### src/rtl/cpu_defs.sv
// cpu_defs: shared constants and the fetch queue entry type for the my_cpu front end.
package cpu_defs;
  localparam int INST_W = 32;
  localparam logic [31:0] RESET_PC_DEF = 32'h0000_0000;
  localparam logic [INST_W-1:0] NOP = 32'h0000_0000;
  typedef struct packed {
    logic [31:0]       pc;
    logic [INST_W-1:0] inst;
  } fetch_entry_t;
endpackage

### src/rtl/fetch_unit_if.sv
// fetch_unit_if: instruction-memory port, redirect input and decode handshake of the fetch unit.
interface fetch_unit_if #(parameter int ADDR_W = 10);
  import cpu_defs::*;
  logic              im_en;
  logic [ADDR_W-1:0] im_addr;
  logic [31:0]       im_rdata;
  logic              redirect_valid;
  logic [31:0]       redirect_pc;
  logic              inst_valid;
  logic              inst_ready;
  logic [INST_W-1:0] inst;
  logic [31:0]       inst_pc;
  logic [31:0]       inst_pc4;
  modport master (
    output im_en, im_addr, inst_valid, inst, inst_pc, inst_pc4,
    input  im_rdata, redirect_valid, redirect_pc, inst_ready
  );
  modport slave (
    input  im_en, im_addr, inst_valid, inst, inst_pc, inst_pc4,
    output im_rdata, redirect_valid, redirect_pc, inst_ready
  );
endinterface

### src/rtl/fetch_fifo.sv
// fetch_fifo: in-order {pc,inst} queue with flush; head is read straight from the storage registers.
module fetch_fifo import cpu_defs::*; #(
  parameter int DEPTH = 2
) (
  input  logic                         clk,
  input  logic                         rst,
  input  logic                         push_i,
  input  logic                         pop_i,
  input  logic                         flush_i,
  input  fetch_entry_t                 data_i,
  output fetch_entry_t                 data_o,
  output logic [$clog2(DEPTH+1)-1:0]   count_o
);
  localparam int PW = $clog2(DEPTH);
  localparam int CW = $clog2(DEPTH+1);
  fetch_entry_t  mem_q [DEPTH];
  logic [PW-1:0] rd_q, rd_d, wr_q, wr_d;
  logic [CW-1:0] cnt_q, cnt_d;
  always_comb begin
    rd_d  = flush_i ? '0 : pop_i ? (rd_q == PW'(DEPTH-1) ? '0 : rd_q + 1'b1) : rd_q;
    wr_d  = flush_i ? '0 : push_i ? (wr_q == PW'(DEPTH-1) ? '0 : wr_q + 1'b1) : wr_q;
    cnt_d = flush_i ? '0 : cnt_q + CW'(push_i) - CW'(pop_i);
  end
  always_ff @(posedge clk or posedge rst) begin
    if (rst) begin
      for (int i = 0; i < DEPTH; i++) mem_q[i] <= '{pc: '0, inst: NOP};
      rd_q  <= '0;
      wr_q  <= '0;
      cnt_q <= '0;
    end else begin
      if (push_i && !flush_i) mem_q[wr_q] <= data_i;
      rd_q  <= rd_d;
      wr_q  <= wr_d;
      cnt_q <= cnt_d;
    end
  end
  assign data_o  = mem_q[rd_q];
  assign count_o = cnt_q;
endmodule

### src/rtl/fetch_unit.sv
// fetch_unit: owns the fetch PC, issues credit-limited instruction-memory reads and queues
// returned words for decode; redirects flush the queue and squash the in-flight read.
module fetch_unit import cpu_defs::*; #(
  parameter int          ADDR_W   = 10,
  parameter logic [31:0] RESET_PC = RESET_PC_DEF,
  parameter int          DEPTH    = 2
) (
  input logic          clk,
  input logic          rst,
  fetch_unit_if.master bus
);
  localparam int CW = $clog2(DEPTH+1);
  logic [31:0]   fpc_q, fpc_d, pend_pc_q, pend_pc_d;
  logic          pending_q, pending_d;
  logic          pop, push;
  logic [CW-1:0] count;
  logic [CW:0]   used;
  fetch_entry_t  head, wr_entry;
  assign pop  = bus.inst_valid & bus.inst_ready;
  assign push = pending_q & !bus.redirect_valid;
  // Slots already promised: queued words plus the read still in flight, minus what leaves now.
  assign used        = {1'b0, count} + (CW+1)'(pending_q) - (CW+1)'(pop);
  assign bus.im_en   = !rst & !bus.redirect_valid & (used < (CW+1)'(DEPTH));
  assign bus.im_addr = fpc_q[ADDR_W+1:2];
  assign wr_entry    = '{pc: pend_pc_q, inst: bus.im_rdata};
  always_comb begin
    fpc_d     = bus.redirect_valid ? (bus.redirect_pc & ~32'd3) : bus.im_en ? fpc_q + 32'd4 : fpc_q;
    pending_d = bus.im_en;
    pend_pc_d = bus.im_en ? fpc_q : pend_pc_q;
  end
  always_ff @(posedge clk or posedge rst) begin
    if (rst) begin
      fpc_q     <= RESET_PC;
      pending_q <= 1'b0;
      pend_pc_q <= '0;
    end else begin
      fpc_q     <= fpc_d;
      pending_q <= pending_d;
      pend_pc_q <= pend_pc_d;
    end
  end
  fetch_fifo #(.DEPTH(DEPTH)) u_fifo (
    .clk     (clk),
    .rst     (rst),
    .push_i  (push),
    .pop_i   (pop),
    .flush_i (bus.redirect_valid),
    .data_i  (wr_entry),
    .data_o  (head),
    .count_o (count)
  );
  assign bus.inst_valid = count != '0;
  assign bus.inst       = head.inst;
  assign bus.inst_pc    = head.pc;
  assign bus.inst_pc4   = rst ? '0 : head.pc + 32'd4;
endmodule

### src/flat_wrapper.sv
// flat-port wrapper written by rule: the top's interface ports become plain ports
module fetch_unit_flat import cpu_defs::*;
#(
  parameter int          ADDR_W   = 10,
  parameter logic [31:0] RESET_PC = RESET_PC_DEF,
  parameter int          DEPTH    = 2
)
  (clk, rst, bus_im_en, bus_im_addr, bus_inst_valid, bus_inst, bus_inst_pc, bus_inst_pc4, bus_im_rdata, bus_redirect_valid, bus_redirect_pc, bus_inst_ready);
  fetch_unit_if #(.ADDR_W(ADDR_W)) bus_i ();
  input logic clk;
  input logic rst;
  output wire logic [$bits(bus_i.im_en)-1:0] bus_im_en;
  output wire logic [$bits(bus_i.im_addr)-1:0] bus_im_addr;
  output wire logic [$bits(bus_i.inst_valid)-1:0] bus_inst_valid;
  output wire logic [$bits(bus_i.inst)-1:0] bus_inst;
  output wire logic [$bits(bus_i.inst_pc)-1:0] bus_inst_pc;
  output wire logic [$bits(bus_i.inst_pc4)-1:0] bus_inst_pc4;
  input wire logic [$bits(bus_i.im_rdata)-1:0] bus_im_rdata;
  input wire logic [$bits(bus_i.redirect_valid)-1:0] bus_redirect_valid;
  input wire logic [$bits(bus_i.redirect_pc)-1:0] bus_redirect_pc;
  input wire logic [$bits(bus_i.inst_ready)-1:0] bus_inst_ready;
  assign bus_im_en = bus_i.im_en;
  assign bus_im_addr = bus_i.im_addr;
  assign bus_inst_valid = bus_i.inst_valid;
  assign bus_inst = bus_i.inst;
  assign bus_inst_pc = bus_i.inst_pc;
  assign bus_inst_pc4 = bus_i.inst_pc4;
  assign bus_i.im_rdata = bus_im_rdata;
  assign bus_i.redirect_valid = bus_redirect_valid;
  assign bus_i.redirect_pc = bus_redirect_pc;
  assign bus_i.inst_ready = bus_inst_ready;
  fetch_unit #(.ADDR_W(ADDR_W), .RESET_PC(RESET_PC), .DEPTH(DEPTH)) u_core (.clk(clk), .rst(rst), .bus(bus_i));
endmodule
### config.mk
export PLATFORM = sky130hd
export DESIGN_NAME = fetch_unit_flat
export DESIGN_NICKNAME = d
export VERILOG_FILES = /design/src/rtl/cpu_defs.sv /design/src/rtl/fetch_unit_if.sv /design/src/rtl/fetch_fifo.sv /design/src/rtl/fetch_unit.sv /design/src/flat_wrapper.sv
export SDC_FILE = /design/constraint.sdc
export NUM_CORES = 1
export LEC_CHECK = 0
export BUFFER_PORTS_ARGS = -buffer_cell sky130_fd_sc_hd__buf_2
export CAP_MARGIN = 5
export CORE_AREA = 4 4 131 133
export CTS_CLUSTER_DIAMETER = 200
export DETAILED_ROUTE_END_ITERATION = 8
export DIE_AREA = 0 0 135 137
export MAX_ROUTING_LAYER = met4
export PLACE_DENSITY = 0.81
export SETUP_SLACK_MARGIN = 0.15
export SYNTH_ARGS = -nofsm -noshare
export SYNTH_HDL_FRONTEND = slang
export SYNTH_SLANG_ARGS = --single-unit
### constraint.sdc
create_clock -name clk -period 9.15 [get_ports clk]
set_input_delay 0.915 -clock clk [delete_from_list [all_inputs] [get_ports clk]]
set_output_delay 0.915 -clock clk [all_outputs]
set_load 0.1 [all_outputs]
* Word-level counts from Yosys, hierarchy flattened
Cells that the tools add are included.
** Storage, ports and cells
- Flip-flop bits (word level) :: 197
- Output and inout port bits :: 108
- Word-level logic and storage cells :: 52
** Operators by class
- Add/subtract/negate cells :: 8
- Magnitude comparators :: 4
- Mux-type cells :: 16
- Bitwise gates (word level) :: 6
- Reductions and logical operators :: 8
** Operator list (count)
- 2-to-1 mux 64 bit :: 4
- bitwise mux 128 bit :: 1
- 2-to-1 mux 32 bit :: 3
- adder 32 x 3 -> 32 bit, second input constant :: 2
- demux 64 bit (select 1 bit) :: 1
- nonzero test 2 bit :: 4
- 2-to-1 mux 1 bit :: 6
- bitwise AND 1 bit :: 4
- greater-or-equal comparator 2 bit, second input constant :: 2
- NOT 1 -> 2 bit :: 2
- adder 2 x 1 -> 3 bit :: 1
- < comparator 3 x 2 -> 1 bit, second input constant :: 1
- subtractor 3 x 1 -> 3 bit :: 1
- adder 1 bit, second input constant :: 2
- adder 2 x 1 -> 2 bit :: 1
- logical AND 1 bit :: 2
- zero test 1 bit :: 2
- < comparator 2 x 1 -> 1 bit, second input constant :: 1
- 2-to-1 mux 2 bit :: 1
- subtractor 2 x 1 -> 2 bit :: 1

* Longest topological paths before layout
Gate-level depths: netlist (run 1).
- Depth in word-level cells :: 7
- Gate-level depth with buffers :: 11
- Depth with buffers taken out :: 10

* Cells and area by module
A second synthesis (run 1) with hierarchy kept.
** Unflattened totals
- Cell total of the unflattened synthesis :: 858
- Area total of the unflattened synthesis :: 10042.1 µm²
** By module, submodules not included
- fetch_fifo :: instances 1, cells an instance 359, area an instance 6052.1 µm², seq. area each 3303.2 µm²
- fetch_unit :: instances 1, cells an instance 499, area an instance 3990.1 µm², seq. area each 1526.5 µm²

* Worst setup path before layout (run 1)
No wires, ideal clock.
- Kind :: input -> output
- Start point :: in rst
- End point :: out bus_inst_pc4[25]
- Arrival time :: 6.708 ns
- Required time :: 8.235 ns
- Slack :: 1.527 ns
- Stages on the path :: 3
- Cells stage by stage :: inv_1 nand2_1 mux2i_1
** Between the ends
- Word-level cells in the longest chain between the ends :: 1
** Ends and longest elaborated chain
- start: declaration :: line flat_wrapper.sv:11 : input logic rst;
- 2-to-1 mux 32 bit :: line fetch_unit.sv:55 : assign bus.inst_pc4 = rst ? '0 : head.pc + 32'd4;
- end: declaration :: line flat_wrapper.sv:17 : output wire logic [$bits(bus_i.inst_pc4)-1:0] bus_inst_pc4;
No other way between the ends.

* Worst setup path after layout (run 1)
- Start point :: reg u_core.u_fifo.rd_q
- End point :: out bus_inst_pc4[25]
** Between the ends
- Word-level cells in the longest chain between the ends :: 6
** Ends and longest elaborated chain
- start: declaration :: line fetch_fifo.sv:17 : logic [PW-1:0] rd_q, rd_d, wr_q, wr_d;
- start signal: assignment :: line fetch_fifo.sv:32 : rd_q <= rd_d;
- NOT 1 -> 2 bit (not written as such) :: line fetch_fifo.sv:37 : assign data_o = mem_q[rd_q];
- 2-to-1 mux 64 bit (not written as such) (3 in series) :: line fetch_fifo.sv:37
- adder 32 x 3 -> 32 bit :: line fetch_unit.sv:55
- 2-to-1 mux 32 bit :: line fetch_unit.sv:55
No other way between the ends. The select of a mux whose other input is x is not followed.

==> results by group, run 1 <==
Floorplanning
  – Chip width: 135 um
  – Row count: 46
  – I/O pins: ~180
  – Die H: roughly 140 um
  – Die area: 18500 um2
  – Core area: between 15000 and 20000 um2
  – Initial Util: 0.593

Finish
  – Design area: between 10000 and 15000 um2
  – Commonest non-fill, non-tap cell in the layout: mux2_2
  – Most frequent cells in the layout: mux2_2 (208), dfrtp_1 (188), buf_2 (169)
  – Layout Area Growth over Synthesis: 16.0%
  – Nets@finish: roughly 1000
  – Filler Cells Inserted: around 1200
  – Area of the multi-input gates: 4310 um2
  – FF/Latch Area: roughly 4700 um2
  – Share of layout cells above drive strength 1: 0.450
  – Ant diodes: 0
  – Final core occ: 0.688

Setup path
  – Crit. End Element: output port
  – Critical path type: reg -> out
  – RR Startpoint: u_core.u_fifo.count_o[1]$_DFF_PP0_
  – Worst EP arrival: around 4.4 ns
  – Delay-heaviest family, CP: simple AND/OR/NAND/NOR gates
  – Worst endpoint required time: between 8 and 9 ns
  – Reg-to-reg slack, setup: 5.49 ns
  – Reg2reg end: u_core.fpc_q[29]$_DFFE_PP0P_
  – Startpoint class of the critical path: register
  – Crit Path Max Fanout: 44
  – Slowest stage cell on the critical path: a222oi_1
  – Worst R2R Path Depth: 10
  – Crit path cell chain: buf_4, nand3_1, a222oi_1, nand4_1, nor4_1, mux2i_1, buf_2
  – Slowest Stage Delay on Critical Path: 0.87 ns
  – Crit path buf inv count: 2

Yosys
  – Syn Std Cell Area: 9390 um2
  – Top cell type's share of synthesized area: 0.504
  – Syn Inst Count: a little under 800
  – Number of flops mapped to enable cells by yosys: 0
  – Avg Cell Area, Syn: 11.9 um2
  – Synth area leader: dfrtp_1
  – Most used DFF post-synth: dfrtp_1
  – Distinct cells, synth: ~50
  – Register area share after synthesis: 0.504
  – Seq cells post-synth: between 150 and 200
  – FFs w/ async S/R, synth: 1.00
  – Synth top area cells: dfrtp_1 (50%), mux2_2 (25%), xnor2_1 (2.9%)
  – Synthesis Warnings: 0

STA
  – Final hold vios: 0
  – Min cycle time layout: about 5.3 ns
  – Final Cycle Share: 0.585
  – Fin Setup TNS: 0 ns
  – Rel. slew slack: 0.372
  – RSZ-0062 raised after global routing: no
  – Slew @ Worst Pin: between 0.9 and 1 ns
  – Final setup viols: 0
  – Worst hold slack: 0.501 ns
  – Count of pins over their slew limit: 0
  – Fmax: between 150 and 200 MHz
  – Final setup skew: 0.00807 ns

Min path
  – Hold Path Origin: u_core.u_fifo.mem_q[6]$_DFFE_PP0P_
  – Worst hold stages: 1
  – Hold path endpoint: u_core.u_fifo.mem_q[6]$_DFFE_PP0P_
  – Worst min path class: reg -> reg

GRT
  – Largest net degree at the start of global routing: 70
  – Total grt overflow: 0
  – Initial antenna violation count: 0
  – Global Route Usage Sum: 0.244
  – First-pass GRT wire length: 34.6 mm
  – Vias in the first global route: approximately 6700

Placed design
  – Port buffer count: roughly 170
  – GP Congestion: between 0.8 and 0.9
  – HPWL Detailed: approximately 14 mm
  – DP Area: just over 10000 um2

Routing
  – Vias per Instance: approximately 5.7
  – Starting DRT DRC Count: 320
  – DRT antenna net count: 0
  – Remaining DRCs: 0
  – Avg WL per Cell: ~18 um
  – Final WL: between 20 and 25 mm
  – Via count: ~6600
  – Router iterations before antenna repair: 4

Clocking
  – CTS tree: yes
  – Clock Root Buffer: clkbuf_16
  – Sink Count: around 190
  – Num CTS Buffers: 17
  – Post-CTS Hold Buffers: 0
  – Clock slew at reported path FFs: approximately 0.070 ns
  – Post-CTS Resized: 0
  – Skew-Pair Late Insertion Delay: around 0.42 ns
  – Clock Path Buffers: 2
  – Htree depth: 4
  – Postcts setup bufs: 0

Flow run
  – Max Cap Viol: 0

Status
  – Status: finished clean
## worst reg2reg max path, delay by kind of cell, from the launching register on
| kind | cells | cell delay, ns |
|---|---|---|
| xor gates and xnor gates | 1 | 0.11 |
| DFF | 1 | 0.45 |
| and+or+nand+nor | 6 | 1.98 |
| adders and majority gates | 2 | 0.74 |
| muxes | 1 | 0.28 |
## worst max path at each step
stage | startpoint | endpoint | slack, ns | cells after the start
floorplan | rst | bus_inst_pc4[25] | 1.53 | 3
global placement | u_core.u_fifo.rd_q$_DFFE_PP0P_ | bus_inst_pc4[24] | 4.35 | 7
detailed placement | u_core.u_fifo.rd_q$_DFFE_PP0P_ | bus_inst_pc4[24] | 4.34 | 7
CTS | u_core.u_fifo.rd_q$_DFFE_PP0P_ | bus_inst_pc4[24] | 3.87 | 7
global route | u_core.u_fifo.rd_q$_DFFE_PP0P_ | bus_inst_pc4[30] | 3.54 | 7
finish | u_core.u_fifo.rd_q$_DFFE_PP0P_ | bus_inst_pc4[25] | 3.80 | 7
## through the flow
step           cells  worst slack, ns
6_report        1157             3.80
5_1_grt         1157             3.54
4_1_cts         1157             3.87
3_5_place_dp    1127             4.34
3_3_place_gp    1127             4.35
2_1_floorplan    794             1.53
## sequential cells by signal (all words and copies together), names as in the netlist
register,cells
u_core.u_fifo.count_o,2
u_core.u_fifo.wr_q,1
u_core.u_fifo.mem_q,124
u_core.fpc_q,30
u_core.pend_pc_q,30
u_core.pending_q,1
u_core.u_fifo.rd_q,1
## Yosys cell counts (5+ instances only)
master	count
a21oi_1	12
a31oi_1	5
and4_1	8
buf_2	5
buf_4	15
clkbuf_1	34
dfrtp_1	189
ha_1	5
inv_1	20
mux2_2	208
mux2i_1	10
nand2_1	60
nand3_1	24
nand3b_1	5
nand4_1	10
nor2_1	26
nor3_1	15
nor4_1	14
o21ai_0	30
or3_1	6
or4_1	5
xnor2_1	31
xor2_1	8
## metal layers
layer	vias to the layer above	track usage	share of wire
li1	3086	-	-
met1	3330	0.311	0.42
met2	178	0.402	0.51
met3	26	0.0393	0.045
met4	0	0.0823	0.022
met5	-	-	0
## final cells by class
cell class              count  share of cell area
flip-flops and latches    189               0.435
multi-input cells         527               0.396
repair buffers            175              0.0818
clock buffers              20              0.0429
well taps                 216              0.0248
clock inverters            10              0.0128
inverters                  20             0.00735
## cells by family (layout without fill, tap and decap cells)
group           after synthesis  after routing  share of synthesized area
mux                         219            219                      0.262
compound gates               65             65                     0.0421
simple gates                194            194                      0.107
other cells                   1              4                   0.000400
xor+xnor                     39             39                     0.0364
flops                       189            189                      0.504
fa+ha+maj                     6              6                    0.00880
buf+inv                      78            225                     0.0395
Power of run 1 is not shown: default switching activity piles up to over one toggle a cycle in this logic, so the estimate is an artifact.
==> run 2: changes to the inputs <==
CORE_AREA = 4 4 135 137   (was 4 4 131 133)
DIE_AREA = 0 0 139 141   (was 0 0 135 137)
PLACE_DENSITY = 0.76   (was 0.81)
clock period = 5.14 ns   (was 9.15 ns; I/O delays follow)
==> run 2 against run 1 <==
Effect of this change:
- utilization fell by 5.0 points
- cell count rose by 1.3%
- largest cell class unchanged
- critical path depth did not move
- worst hold slack got worse by 0.21 ns
- register-to-register slack got worse by 4.0 ns
- clock skew fell by 0.0010 ns
==> results by group, run 2 (same netlist as run 1, synthesis figures left out) <==
Setup path
  – Crit Path Max Fanout: 85
  – RR Startpoint: u_core.u_fifo.count_o[1]$_DFF_PP0_
  – Worst EP arrival: a little under 4 ns
  – Worst endpoint required time: 4.63 ns
  – Critical path type: reg -> out
  – Startpoint class of the critical path: register
  – Crit. End Element: output port
  – Crit path from: u_core.u_fifo.rd_q$_DFFE_PP0P_

Flow run
  – Max Cap Viol: 0

Floorplanning
  – Die area: slightly below 20000 um2
  – Chip width: 139 um
  – Die H: about 140 um
  – I/O pins: 176
  – Initial Util: 0.550
  – Core area: 17100 um2
  – Row count: between 40 and 50

STA
  – Fmax: 225 MHz
  – Final setup skew: between 0.007 and 0.008 ns
  – Rel. slew slack: 0.282
  – Slew @ Worst Pin: roughly 1.1 ns
  – Fin Setup TNS: 0 ns
  – Count of pins over their slew limit: 0
  – Final setup viols: 0
  – Final Cycle Share: 0.867
  – Final hold vios: 0
  – Min cycle time layout: ~4.5 ns
  – RSZ-0062 raised after global routing: no

Finish
  – Largest register FFs: 124
  – Share of layout cells above drive strength 1: 0.457
  – Biggest register: u_core.u_fifo.mem_q
  – Filler Cells Inserted: 1368
  – Most frequent cells in the layout: mux2_2 (208), dfrtp_1 (188), buf_2 (169)
  – Nets@finish: 1010
  – Top flop regs: u_core.u_fifo.mem_q (124), u_core.fpc_q (30), u_core.pend_pc_q (30)
  – Ant diodes: 0
  – Layout Area Growth over Synthesis: 16.0%
  – Commonest non-fill, non-tap cell in the layout: mux2_2

GRT
  – Largest net degree at the start of global routing: 86
  – First-pass GRT wire length: around 34 mm
  – Total grt overflow: 0
  – Global Route Usage Sum: 0.222
  – Initial antenna violation count: 0
  – Vias in the first global route: approximately 6600

Routing
  – Final WL: 20.7 mm
  – Via count: 6468
  – Avg WL per Cell: 17.7 um
  – Router iterations before antenna repair: 4
  – Vias per Instance: 5.52
  – Remaining DRCs: 0
  – Starting DRT DRC Count: 333
  – DRT antenna net count: 0

Clocking
  – Skew-Pair Late Insertion Delay: 0.42 ns
  – Sink Count: 189
  – Num CTS Buffers: 17
  – Post-CTS Resized: 0
  – Postcts setup bufs: 0
  – Clock Root Buffer: clkbuf_16
  – Htree depth: 4
  – Clock Path Buffers: 2
  – Clock slew at reported path FFs: around 0.07 ns
  – CTS tree: yes
  – Post-CTS Hold Buffers: 0

Placed design
  – Port buffer count: ~170
  – HPWL Detailed: ~14 mm
  – GP Congestion: 0.803

Min path
  – Worst min path class: in -> reg
  – Hold Path Origin: bus_redirect_pc[26]

Status
  – Status: finished clean
[run 2: routing by layer]
| layer | vias to the layer above | track usage | share of wire |
|---|---|---|---|
| li1 | 3107 | - | - |
| met1 | 3161 | 0.306 | 0.48 |
| met2 | 171 | 0.340 | 0.46 |
| met3 | 29 | 0.0421 | 0.042 |
| met4 | 0 | 0.0654 | 0.018 |
| met5 | - | - | 0 |
[run 2: critical path, cell delays in order, from the launching register on]
cell      delay [ns]
dfrtp_4         1.15
nand3_1         0.30
a221oi_2        0.31
buf_4           0.19
nand4_1         0.39
or4_1           0.57
a21oi_2         0.14
buf_2           0.44
[run 2: final cells by class]
class	instances	area, um2	share of cell area
multi-input cells	527	4330	0.398
inverters	20	78.8	0.00724
flip-flops and latches	189	4730	0.435
well taps	225	282	0.0259
clock inverters	12	88.8	0.00816
clock buffers	18	439	0.0403
repair buffers	181	936	0.0860
[run 2: worst paths after layout]
check	end	slack (ns)	cells after the start
setup reg to reg	u_core.fpc_q[29]$_DFFE_PP0P_	1.54	10
setup / recovery	bus_inst_pc4[30]	0.69	7
max in group asynchronous	u_core.u_fifo.rd_q$_DFFE_PP0P_	3.43	3
hold / removal	u_core.fpc_q[26]$_DFFE_PP0P_	0.29	3
min in group asynchronous	u_core.u_fifo.mem_q[122]$_DFFE_PP0P_	0.56	2
hold reg to reg	u_core.u_fifo.mem_q[87]$_DFFE_PP0P_	0.50	1
[run 2: per-stage QoR]
step	hold slack, ns	area, um2	setup WS (ns)	instances	utilization
after floorplan	0.474	9420	0.158	794	-
after global placement	0.482	10400	1.19	1142	0.607
after detailed placement	0.487	10400	1.14	1142	0.607
after CTS	0.269	10900	0.654	1172	0.638
after global routing	0.290	10900	0.355	1172	0.638
final	0.289	10900	0.686	1172	0.638
Power of run 2 is left out for the same reason.
==> run 3: changes to the inputs <==
CORE_AREA = 4 4 131 133   (was 4 4 135 137)
DIE_AREA = 0 0 135 137   (was 0 0 139 141)
GPL_ROUTABILITY_DRIVEN = 0   (was default)
PLACE_DENSITY = 0.81   (was 0.76)
clock period = 5.75 ns   (was 5.14 ns; I/O delays follow)
==> run 3 against run 2 <==
Effect of this change:
- routed wire length rose by 0.72%
- die area fell by 5.6%
- setup slack improved by 0.19 ns
- sequential share of layout area fell by 0.21 points
- critical endpoint is now bus_inst_pc4[25]
- first-iteration DRC count rose by 5.7%
- cell count fell by 1.0%
- highest routed layer unchanged
==> results by group, run 3 (same netlist as run 1, synthesis figures left out) <==
Clocking
  – Postcts setup bufs: 0
  – Post-CTS Resized: 0
  – Htree depth: 4
  – Skew-Pair Late Insertion Delay: roughly 0.43 ns
  – Sink Count: ~190
  – Num CTS Buffers: 17
  – Post-CTS Hold Buffers: 0
  – Clock Root Buffer: clkbuf_16
  – Clock slew at reported path FFs: ~0.06 ns
  – CTS tree: yes
  – Clock Path Buffers: 2

Routing
  – Router iterations before antenna repair: 4
  – Avg WL per Cell: around 18 um
  – Starting DRT DRC Count: around 350
  – Via count: roughly 6600
  – DRT antenna net count: 0
  – Final WL: ~21 mm
  – Remaining DRCs: 0
  – Vias per Instance: 5.65

Finish
  – Design area: approximately 11000 um2
  – Biggest register: u_core.u_fifo.mem_q
  – Nets@finish: 1005
  – Largest register FFs: between 100 and 150
  – Final core occ: 0.691
  – Commonest non-fill, non-tap cell in the layout: mux2_2
  – Ant diodes: 0
  – Layout Area Growth over Synthesis: 16.6%
  – Share of layout cells above drive strength 1: 0.450
  – Top flop regs: u_core.u_fifo.mem_q (124), u_core.fpc_q (30), u_core.pend_pc_q (30)
  – Most frequent cells in the layout: mux2_2 (208), dfrtp_1 (188), buf_2 (169)

Floorplanning
  – Die area: around 18000 um2
  – Die H: between 100 and 150 um
  – Initial Util: 0.593
  – I/O pins: roughly 180
  – Core area: 15800 um2
  – Row count: 46
  – Chip width: between 100 and 150 um

GRT
  – Largest net degree at the start of global routing: 86
  – First-pass GRT wire length: 33.7 mm
  – Global Route Usage Sum: 0.238
  – Total grt overflow: 0
  – Vias in the first global route: around 6600
  – Initial antenna violation count: 0

Setup path
  – Slowest stage cell on the critical path: dfrtp_4
  – Crit Path Max Fanout: between 80 and 90
  – Critical path type: reg -> out
  – Reg-to-reg slack, setup: 2.05 ns
  – Worst endpoint required time: between 5 and 6 ns
  – Crit path buf inv count: 1
  – Crit path cell chain: nand3_1, a222oi_1, nand4_1, nor4_1, mux2i_1, buf_2
  – Startpoint class of the critical path: register
  – Delay-heaviest family, CP: flip-flops
  – RR Startpoint: u_core.u_fifo.count_o[1]$_DFF_PP0_
  – Reg2reg end: u_core.fpc_q[29]$_DFFE_PP0P_
  – Worst EP arrival: roughly 4.3 ns
  – Crit. End Element: output port
  – Slowest Stage Delay on Critical Path: about 1.1 ns
  – Worst R2R Path Depth: 10

STA
  – Count of pins over their slew limit: 0
  – Final setup margin: just under 0.9 ns
  – Final hold vios: 0
  – Final setup viols: 0
  – Slew @ Worst Pin: between 1 and 1.5 ns
  – Final Cycle Share: 0.847
  – Min cycle time layout: slightly below 5 ns
  – Rel. slew slack: 0.292
  – Final setup skew: between 0.01 and 0.015 ns
  – Fmax: 205 MHz
  – Fin Setup TNS: 0 ns
  – RSZ-0062 raised after global routing: no

Min path
  – Hold Path Origin: bus_redirect_pc[8]
  – Worst hold stages: 3
  – Hold path endpoint: u_core.fpc_q[8]$_DFFE_PP0P_
  – Worst min path class: in -> reg

Placed design
  – Pre-CTS setup slack: approximately 1.4 ns
  – DP Area: roughly 10000 um2
  – HPWL Detailed: about 14 mm
  – Port buffer count: 169

Flow run
  – Max Cap Viol: 0

Status
  – Status: finished clean
[run 3: final cells by class]
class,instances,area (um2)
sequential,189,4730
inverter,20,78.8
clock inverter,9,156
fill,1183,4890
tap,216,270
clock buffer,23,488
multi-input combinational,527,4320
timing repair buffer,176,898
[run 3: per-layer routing]
layer	vias up	GRT usage	share of wire
li1	3089	-	-
met1	3268	0.309	0.43
met2	174	0.389	0.50
met3	25	0.0393	0.046
met4	0	0.0750	0.021
met5	-	-	0
[run 3: how the worst max path moves through the flow]
stage | start | endpoint | slack (ns) | cells after the start
6_report | u_core.u_fifo.rd_q$_DFFE_PP0P_ | bus_inst_pc4[25] | 0.88 | 6
5_1_grt | u_core.u_fifo.rd_q$_DFFE_PP0P_ | bus_inst_pc4[22] | 0.62 | 6
4_1_cts | u_core.u_fifo.rd_q$_DFFE_PP0P_ | bus_inst_pc4[22] | 0.91 | 6
3_5_place_dp | u_core.u_fifo.rd_q$_DFFE_PP0P_ | bus_inst_pc4[22] | 1.39 | 6
3_3_place_gp | u_core.u_fifo.rd_q$_DFFE_PP0P_ | bus_inst_pc4[22] | 1.45 | 6
2_1_floorplan | u_core.u_fifo.rd_q$_DFFE_PP0P_ | bus_inst_pc4[10] | 0.31 | 10
[run 3: worst reg2reg max path, stage by stage (launching register included)]
cell,delay (ns)
dfrtp_1,0.44
or2_2,0.33
and2_1,0.21
ha_1,0.27
nand2b_1,0.16
fa_1,0.48
nor2b_1,0.25
nand4_1,0.56
nor4_1,0.51
xor2_1,0.11
mux2_2,0.27
[run 3: stage by stage]
stage | cells | hold slack, ns
floorplan | 794 | 0.474
finish | 1160 | 0.356
CTS | 1160 | 0.340
global placement | 1128 | 0.481
detailed placement | 1128 | 0.491
global route | 1160 | 0.349
Power of run 3 is left out for the same reason.
